**src/rtl/heap_copy_engine.sv**
```systemverilog
// Purpose : word-by-word heap mover on heap port B; copy (heap->heap) or fill (constant->heap).
// Latency : copy 2 cycles/word, fill 1 cycle/word, done pulse one cycle after the last write.
// Backpres: none; cmd_start is ignored (not queued) whenever the engine is not idle.
// Ports   : clk/reset_n; cmd_* command (sampled with cmd_start); busy/done/err status;
//           mem_address/mem_wr_data/mem_wr_en drive heap port B, mem_rd_data is its read data
//           (valid one cycle after the address).
module heap_copy_engine #(
  parameter int unsigned CAPACITY_BYTES = 2048,
  parameter int unsigned WORD_BYTES     = 4
) (
  input  logic        clk,
  input  logic        reset_n,
  input  logic        cmd_start,
  input  logic        cmd_fill,
  input  logic [31:0] cmd_src,
  input  logic [31:0] cmd_dst,
  input  logic [15:0] cmd_len,
  input  logic [31:0] cmd_value,
  output logic        busy,
  output logic        done,
  output logic        err,
  output logic [31:0] mem_address,
  input  logic [31:0] mem_rd_data,
  output logic [31:0] mem_wr_data,
  output logic [3:0]  mem_wr_en
);

  if (WORD_BYTES != 4) begin : g_bad_word_bytes
    $error("heap_copy_engine supports WORD_BYTES == 4 only");
  end

  typedef enum logic [2:0] {
    S_IDLE = 3'd0,
    S_RD   = 3'd1,
    S_WR   = 3'd2,
    S_FILL = 3'd3,
    S_DONE = 3'd4
  } state_t;

  localparam logic [32:0] CAP = 33'(CAPACITY_BYTES);

  state_t      state_q, state_d;
  logic [15:0] i_q, i_d;
  logic [15:0] len_q, len_d;
  logic [31:0] src_q, src_d;
  logic [31:0] dst_q, dst_d;
  logic [31:0] value_q, value_d;
  logic        err_q, err_d;

  // Range check on the word-aligned command addresses, done in 33 bits so
  // that an address near the top of the 32-bit space cannot wrap into range.
  logic [31:0] src_align, dst_align;
  logic [32:0] len_bytes, src_end, dst_end;
  logic        range_bad;

  always_comb begin
    src_align = cmd_src & 32'hFFFF_FFFC;
    dst_align = cmd_dst & 32'hFFFF_FFFC;
    len_bytes = {15'b0, cmd_len, 2'b00};
    src_end   = {1'b0, src_align} + len_bytes;
    dst_end   = {1'b0, dst_align} + len_bytes;
    range_bad = (dst_end > CAP) || (!cmd_fill && (src_end > CAP));
  end

  // Next-state logic
  always_comb begin
    state_d = state_q;
    i_d     = i_q;
    len_d   = len_q;
    src_d   = src_q;
    dst_d   = dst_q;
    value_d = value_q;
    err_d   = err_q;
    unique case (state_q)
      S_IDLE: begin
        if (cmd_start) begin
          src_d   = src_align;
          dst_d   = dst_align;
          len_d   = cmd_len;
          value_d = cmd_value;
          i_d     = '0;
          err_d   = range_bad;
          if (range_bad || (cmd_len == 16'd0)) begin
            state_d = S_DONE;
          end else if (cmd_fill) begin
            state_d = S_FILL;
          end else begin
            state_d = S_RD;
          end
        end
      end
      S_RD: begin
        state_d = S_WR;
      end
      S_WR: begin
        i_d     = i_q + 16'd1;
        state_d = (i_q == len_q - 16'd1) ? S_DONE : S_RD;
      end
      S_FILL: begin
        i_d     = i_q + 16'd1;
        state_d = (i_q == len_q - 16'd1) ? S_DONE : S_FILL;
      end
      S_DONE: begin
        state_d = S_IDLE;
        err_d   = 1'b0;
      end
      default: begin
        state_d = S_IDLE;
      end
    endcase
  end

  always_ff @(posedge clk or negedge reset_n) begin
    if (!reset_n) begin
      state_q <= S_IDLE;
      i_q     <= '0;
      len_q   <= '0;
      src_q   <= '0;
      dst_q   <= '0;
      value_q <= '0;
      err_q   <= 1'b0;
    end else begin
      state_q <= state_d;
      i_q     <= i_d;
      len_q   <= len_d;
      src_q   <= src_d;
      dst_q   <= dst_d;
      value_q <= value_d;
      err_q   <= err_d;
    end
  end

  // Port drive is a pure decode of registered state, so an asynchronous reset
  // removes the byte enables at once. Only WR write data passes through
  // combinationally from the heap read port.
  logic [31:0] offset;

  always_comb begin
    offset      = {14'b0, i_q, 2'b00};
    mem_address = '0;
    mem_wr_data = '0;
    mem_wr_en   = 4'b0000;
    unique case (state_q)
      S_RD: begin
        mem_address = src_q + offset;
      end
      S_WR: begin
        mem_address = dst_q + offset;
        mem_wr_data = mem_rd_data;
        mem_wr_en   = 4'b1111;
      end
      S_FILL: begin
        mem_address = dst_q + offset;
        mem_wr_data = value_q;
        mem_wr_en   = 4'b1111;
      end
      default: begin
      end
    endcase
  end

  assign busy = (state_q == S_RD) || (state_q == S_WR) || (state_q == S_FILL);
  assign done = (state_q == S_DONE);
  assign err  = (state_q == S_DONE) && err_q;

endmodule

```
**config.mk**
```make
export PLATFORM = sky130hd
export DESIGN_NAME = heap_copy_engine
export DESIGN_NICKNAME = d
export VERILOG_FILES = /design/src/rtl/heap_copy_engine.sv
export SDC_FILE = /design/constraint.sdc
export NUM_CORES = 1
export LEC_CHECK = 0
export BUFFER_PORTS_ARGS = -buffer_cell sky130_fd_sc_hd__buf_4
export CAP_MARGIN = 30
export CORE_MARGIN = 4
export CORE_UTILIZATION = 45
export CTS_CLUSTER_DIAMETER = 200
export DETAILED_ROUTE_END_ITERATION = 10
export PLACE_DENSITY = 0.67
export RECOVER_POWER = 50
export SKIP_CTS_REPAIR_TIMING = 1
export SYNTH_ARGS = -nofsm -noshare
export SYNTH_HDL_FRONTEND = slang
export SYNTH_SLANG_ARGS = --single-unit
```
**constraint.sdc**
```tcl
create_clock -name clk -period 5 [get_ports clk]
set_input_delay 1.25 -clock clk [delete_from_list [all_inputs] [get_ports clk]]
set_output_delay 1.25 -clock clk [all_outputs]
set_load 0.02 [all_outputs]
```
== After elaboration in Yosys (flattened, before gate mapping) ==
Cells that the tools add are included.
W data, S select, Z words.

* Add/sub/neg operators: 6
* Magnitude comparators: 2
* Equality and inequality tests: 6
* Muxes and demuxes: 13
* Reduce and logical (&&, ||, !) cells: 15

{| class="wikitable"
|+ Operators with widths
! kind !! count
|-
| $pmux W32 S2 || 2
|-
| $add A32 B18 Y33 || 2
|-
| $gt A33 B12 Y1 const B || 2
|-
| $add A32 B18 Y32 || 2
|-
| $pmux W16 S2 || 1
|-
| $add A16 B1 Y16 const B || 1
|-
| $eq A16 B16 Y1 || 1
|-
| $logic_not A16 Y1 || 1
|-
| $mux W16 || 1
|-
| $sub A16 B1 Y16 const B || 1
|-
| $mux W3 || 4
|-
| $pmux W3 S4 || 1
|-
| $eq A3 B2 Y1 const B || 2
|-
| $reduce_and A2 Y1 || 3
|-
| $logic_or A1 B1 Y1 || 4
|-
| $mux W4 || 1
|-
| $reduce_bool A2 Y1 || 2
|-
| $eq A3 B1 Y1 const B || 1
|-
| $eq A3 B3 Y1 const B || 1
|-
| $logic_not A3 Y1 || 1
|-
| $logic_and A1 B1 Y1 || 2
|-
| $mux W2 || 1
|-
| $ne A2 B2 Y1 const B || 1
|-
| $pmux W1 S2 || 1
|-
| 3 further kinds || 3
|}

* Flip-flop bits (word level): 128
* Input port bits: 148
* Output and inout port bits: 71
* Word-level logic and storage cells: 49

== Longest topological paths before layout ==
* Depth after elaboration: 8
* Mapped depth: 19
* Gate-level depth less buffers: 16

== Least setup slack after synthesis ==
OpenSTA, ideal clock, no wires.

* Path type: reg2out
* From: register state_q[2]
* To: output mem_address[24]
* Arrival: 4.594 ns
* Required time: 3.750 ns
* Path slack: -0.844 ns
* Cell stages (with the launch flop): 20
* Path buffers: 4
* Path through: dfrtp_1 > nand2b_1 > clkbuf_1 > clkbuf_1 > clkbuf_1 > clkbuf_1 > nand2_1 > nand2_1 > ha_1 > inv_1 > fa_1 > nor2b_1 > o21ai_0 > a21boi_0 > o211ai_1 > a31oi_1 > a311o_1 > nand2_1 > o21ai_0 > nor3b_1

* Longest elaborated chain between the ends: 3
* Elaborated cells on any way between the ends: 5
* Those cells by class: eq/ne (3); mux (1); reduce/logical (1)

{| class="wikitable"
|+ RTL lines
! element !! line !! source
|-
| from (decl) || 42 || <nowiki>state_t state_q, state_d;</nowiki>
|-
| from (signal assigned) || 123 || <nowiki>state_q <= state_d;</nowiki>
|-
| $eq A3 B2 Y1 || 143 || <nowiki>unique case (state_q)</nowiki>
|-
| $reduce_or A2 Y1 (no source line) || n/a ||
|-
| $pmux W32 S2 (*) || 143 ||
|-
| to (decl) || 22 || <nowiki>output logic [31:0] mem_address,</nowiki>
|}

Mark *: on every way between the ends. The rest lies on a longest branch, timed or not.

== Final worst setup path ==
* From: register state_q[1]
* To: output mem_address[22]

The elaborated chain is that of the path after synthesis.

==> results.sh <==
export IMPL_status="finished, violations left"
export IMPL_failing_checks="max-capacitance violations, max-slew violations"
export IMPL_number_of_vias_per_cell=5.66
export IMPL_hold_class="register to register"
export IMPL_area_share_of_fa_ha_maj_cells_after_synthesis_pct=6.59
export IMPL_insertion_delay_ps=420
export IMPL_cts_reportedPaths_clkPinSlew_ps=50
export IMPL_crit_type="register to output port"
export IMPL_placement_setup_worst_slack_ps=100
export IMPL_synth_top_area_share_pct=30.8
export IMPL_timing_critical_path_arrival_ps=3580
export IMPL_fmax_ghz=0.207
export IMPL_route_final_wire_length_um=33600
export IMPL_numClockSinks=128
export IMPL_drtAntennaViolNets=0
export IMPL_post_synth_most_frequent_cells="422 x sky130_fd_sc_hd__nand2_1, 128 x sky130_fd_sc_hd__dfrtp_1, 106 x sky130_fd_sc_hd__nor2_1"
export IMPL_cts_buffer_depth=2
export IMPL_p_leak_nw=6.35
export IMPL_post_route_drc_count=0
export IMPL_post_route_cells_drive_above_1_share_pct=19.3
export IMPL_synth_compound_area_share_pct=16.8
export IMPL_synth_simple_area_share_pct=30.3
export IMPL_utilization_after_layout_pct=57.0
export IMPL_synth_seq_cells=128
export IMPL_antenna_found_initial=1
export IMPL_worst_path_largest_cell_delay_ps=460
export IMPL_final_nets=1782
export IMPL_synth_area_mux_share_pct=5.46
export IMPL_grt_ovfl_total=0
export IMPL_ys_seq_area_share_pct=30.8
export IMPL_synth_top_flop_cell="sky130_fd_sc_hd__dfrtp_1"
export IMPL_fp_coreArea_um2=22700
export IMPL_gp_congestion=0.939
export IMPL_worstMarginPinSlew_ps=3450
export IMPL_grt_pass1_wl_um=52900
export IMPL_synth_area_leader_cell="sky130_fd_sc_hd__dfrtp_1"
export IMPL_critical_path_cell_chain="nand2b_4 -> inv_6 -> buf_12 -> nand2_1 -> nand2_1 -> ha_1 -> or3_1 -> o211ai_1 -> a31oi_2 -> a311o_2 -> buf_4 -> nand3_1 -> xor2_1 -> nor2_1 -> buf_4"
export IMPL_pre_repair_dr_iteration_count=6
export IMPL_antenna_cells_inserted=0
export IMPL_timing_slew_headroom_pct=-130
export IMPL_grt_util_all_layers_pct=25.2
export IMPL_slowest_stage="sky130_fd_sc_hd__a311o_2"
export IMPL_top_level_ports=219
export IMPL_cp_required_ps=3750
export IMPL_cp_end_kind="output port"
export IMPL_rows=55
export IMPL_route_vias_total=10618
export IMPL_setup_violations=0
export IMPL_syn_area_um2=10400
export IMPL_final_period_utilization_pct=96.6
export IMPL_cts_made_buffers=17
export IMPL_die_outline_area_um2=25600
export IMPL_count_of_flip_flops_with_a_built_in_enable_after_synthesis=0
export IMPL_finClkSkew_ps=7.32
export IMPL_synth_top_family_by_area="simple AND/OR/NAND/NOR gates"
export IMPL_area_delta_synth_final_pct=24.4
export IMPL_synth_async_reset_ratio_pct=100
export IMPL_fin_total_pwr_mw=3.46
export IMPL_drv_cap=3
export IMPL_syn_area_per_cell_um2=7.49
export IMPL_final_cell_count_no_fill=1877
export IMPL_ff_latch_area_um2=3210
export IMPL_maxSlewViolCount=262
export IMPL_yosys_cell_types_count=77
export IMPL_per_cell_routed_wire_length_um=17.9
export IMPL_cts_tree="yes"
export IMPL_nFillCells=2195
export IMPL_finalHoldViolations=0
export IMPL_ir_worst_vdd_v=0.000142
export IMPL_htree_num_levels=4
export IMPL_synth_cells=1389
export IMPL_clk_root_buffer_cell="sky130_fd_sc_hd__clkbuf_16"
export IMPL_placed_wire_length_estimate_um=25600
export IMPL_post_synth_xor_area_fraction_pct=5.90
export IMPL_yosys_warnings=0
export IMPL_first_global_vias=10139
export IMPL_setup_slack_ps=172
export IMPL_cell_types_occupying_the_most_area_after_synthesis="sky130_fd_sc_hd__dfrtp_1 31%, sky130_fd_sc_hd__nand2_1 15%, sky130_fd_sc_hd__ha_1 6.0%"
export IMPL_power_per_cell_area_nw_per_um2=267
export IMPL_post_layout_minimum_cycle_time_ps=4830
export IMPL_place_detailed_instances=1841
export IMPL_die_width_um=160
export IMPL_initial_utilization_pct=45.8
export IMPL_largest_net_degree_at_the_start_of_global_routing=119
export IMPL_yosys_cell_count_top_type="sky130_fd_sc_hd__nand2_1"
export IMPL_dr_first_iter_drc_count=825
export IMPL_multi_input_area_um2=6840
export IMPL_dieHeight_um=160
export IMPL_startpoint_type="register"
export IMPL_io_buffers=212
export IMPL_critPathMaxFanout=12
==> cell type report <==
cell class | count | area share, %
repair buffers | 240 | 14.2
multi-input cells | 1162 | 52.9
clock buffers | 17 | 3.29
flip-flops and latches | 128 | 24.8
inverters | 32 | 0.967
clock inverters | 13 | 1.10
well taps | 285 | 2.76
==> registers in the layout (all words and copies together), names as in the netlist <==
name	flops
i_q	16
src_q	30
state_q	3
err_q	1
dst_q	30
value_q	32
len_q	16
==> placed cells by master, fill, tap and decap left out, types with 10 or more instances in the layout <==
| master | n |
|---|---|
| sky130_fd_sc_hd__a21o_1 | 16 |
| sky130_fd_sc_hd__a21oi_1 | 54 |
| sky130_fd_sc_hd__a31oi_1 | 15 |
| sky130_fd_sc_hd__and3_1 | 26 |
| sky130_fd_sc_hd__and4_1 | 10 |
| sky130_fd_sc_hd__buf_4 | 231 |
| sky130_fd_sc_hd__clkbuf_16 | 18 |
| sky130_fd_sc_hd__dfrtp_1 | 126 |
| sky130_fd_sc_hd__ha_1 | 49 |
| sky130_fd_sc_hd__inv_1 | 31 |
| sky130_fd_sc_hd__mux2i_1 | 50 |
| sky130_fd_sc_hd__nand2_1 | 421 |
| sky130_fd_sc_hd__nand2b_1 | 11 |
| sky130_fd_sc_hd__nand3_1 | 34 |
| sky130_fd_sc_hd__nand4_1 | 22 |
| sky130_fd_sc_hd__nor2_1 | 106 |
| sky130_fd_sc_hd__nor3_1 | 18 |
| sky130_fd_sc_hd__nor4_1 | 12 |
| sky130_fd_sc_hd__o211ai_1 | 11 |
| sky130_fd_sc_hd__o21a_1 | 12 |
| sky130_fd_sc_hd__o21ai_0 | 67 |
| sky130_fd_sc_hd__xnor2_1 | 37 |
| sky130_fd_sc_hd__xor2_1 | 33 |
==> where the power goes <==
part	total, mW	switching (mW)	internal [mW]	leakage, nW
logic	0.948	0.548	0.400	4.47
clock network	1.20	0.471	0.729	0.275
registers	1.31	0.118	1.19	1.60
==> path summary, 6_finish.rpt <==
check	startpoint	to	slack [ps]	cells after the start
max	state_q[1]	mem_address[22]	170	15
min	dst_q[15]	dst_q[15]	470	2
min in group asynchronous	reset_n	value_q[16]	1960	1
min reg2reg	dst_q[15]	dst_q[15]	470	2
max in group asynchronous	reset_n	dst_q[13]	1050	2
max reg2reg	state_q[0]	i_q[10]	1050	6
==> worst max-delay path, delay by kind of cell, from the launching register on <==
family	cells	cell delay (ps)
AO/OA/AOI/OAI	3	930
AND/OR/NAND/NOR	6	840
buffers and inverters	4	540
flip-flops	1	440
adder cells (fa/ha/maj)	1	260
XOR/XNOR	1	140
==> metal layers <==
metal	vias up	GRT usage (%)	share of wire, %
met4	0	6.06	1.7
met2	376	42.1	48
li1	5210	-	-
met5	-	0	0
met1	4990	34.9	45
met3	42	3.59	5.9
==> stage by stage <==
step / TNS, ps / hold WS, ps / area (µm²)
2_1_floorplan: 0 / 445 / 10400
3_3_place_gp: 0 / 457 / 12300
3_5_place_dp: 0 / 462 / 12300
4_1_cts: -3060 / 476 / 12800
5_1_grt: -21.7 / 486 / 12900
6_report: 0 / 469 / 12900
==> cell families after synthesis <==
group	Yosys count
buf+inv	100
other cells	1
flops	128
compound gates	269
xor+xnor	70
simple gates	712
fa+ha+maj	53
mux	56
Note: power is estimated with default switching activity, not from simulation.
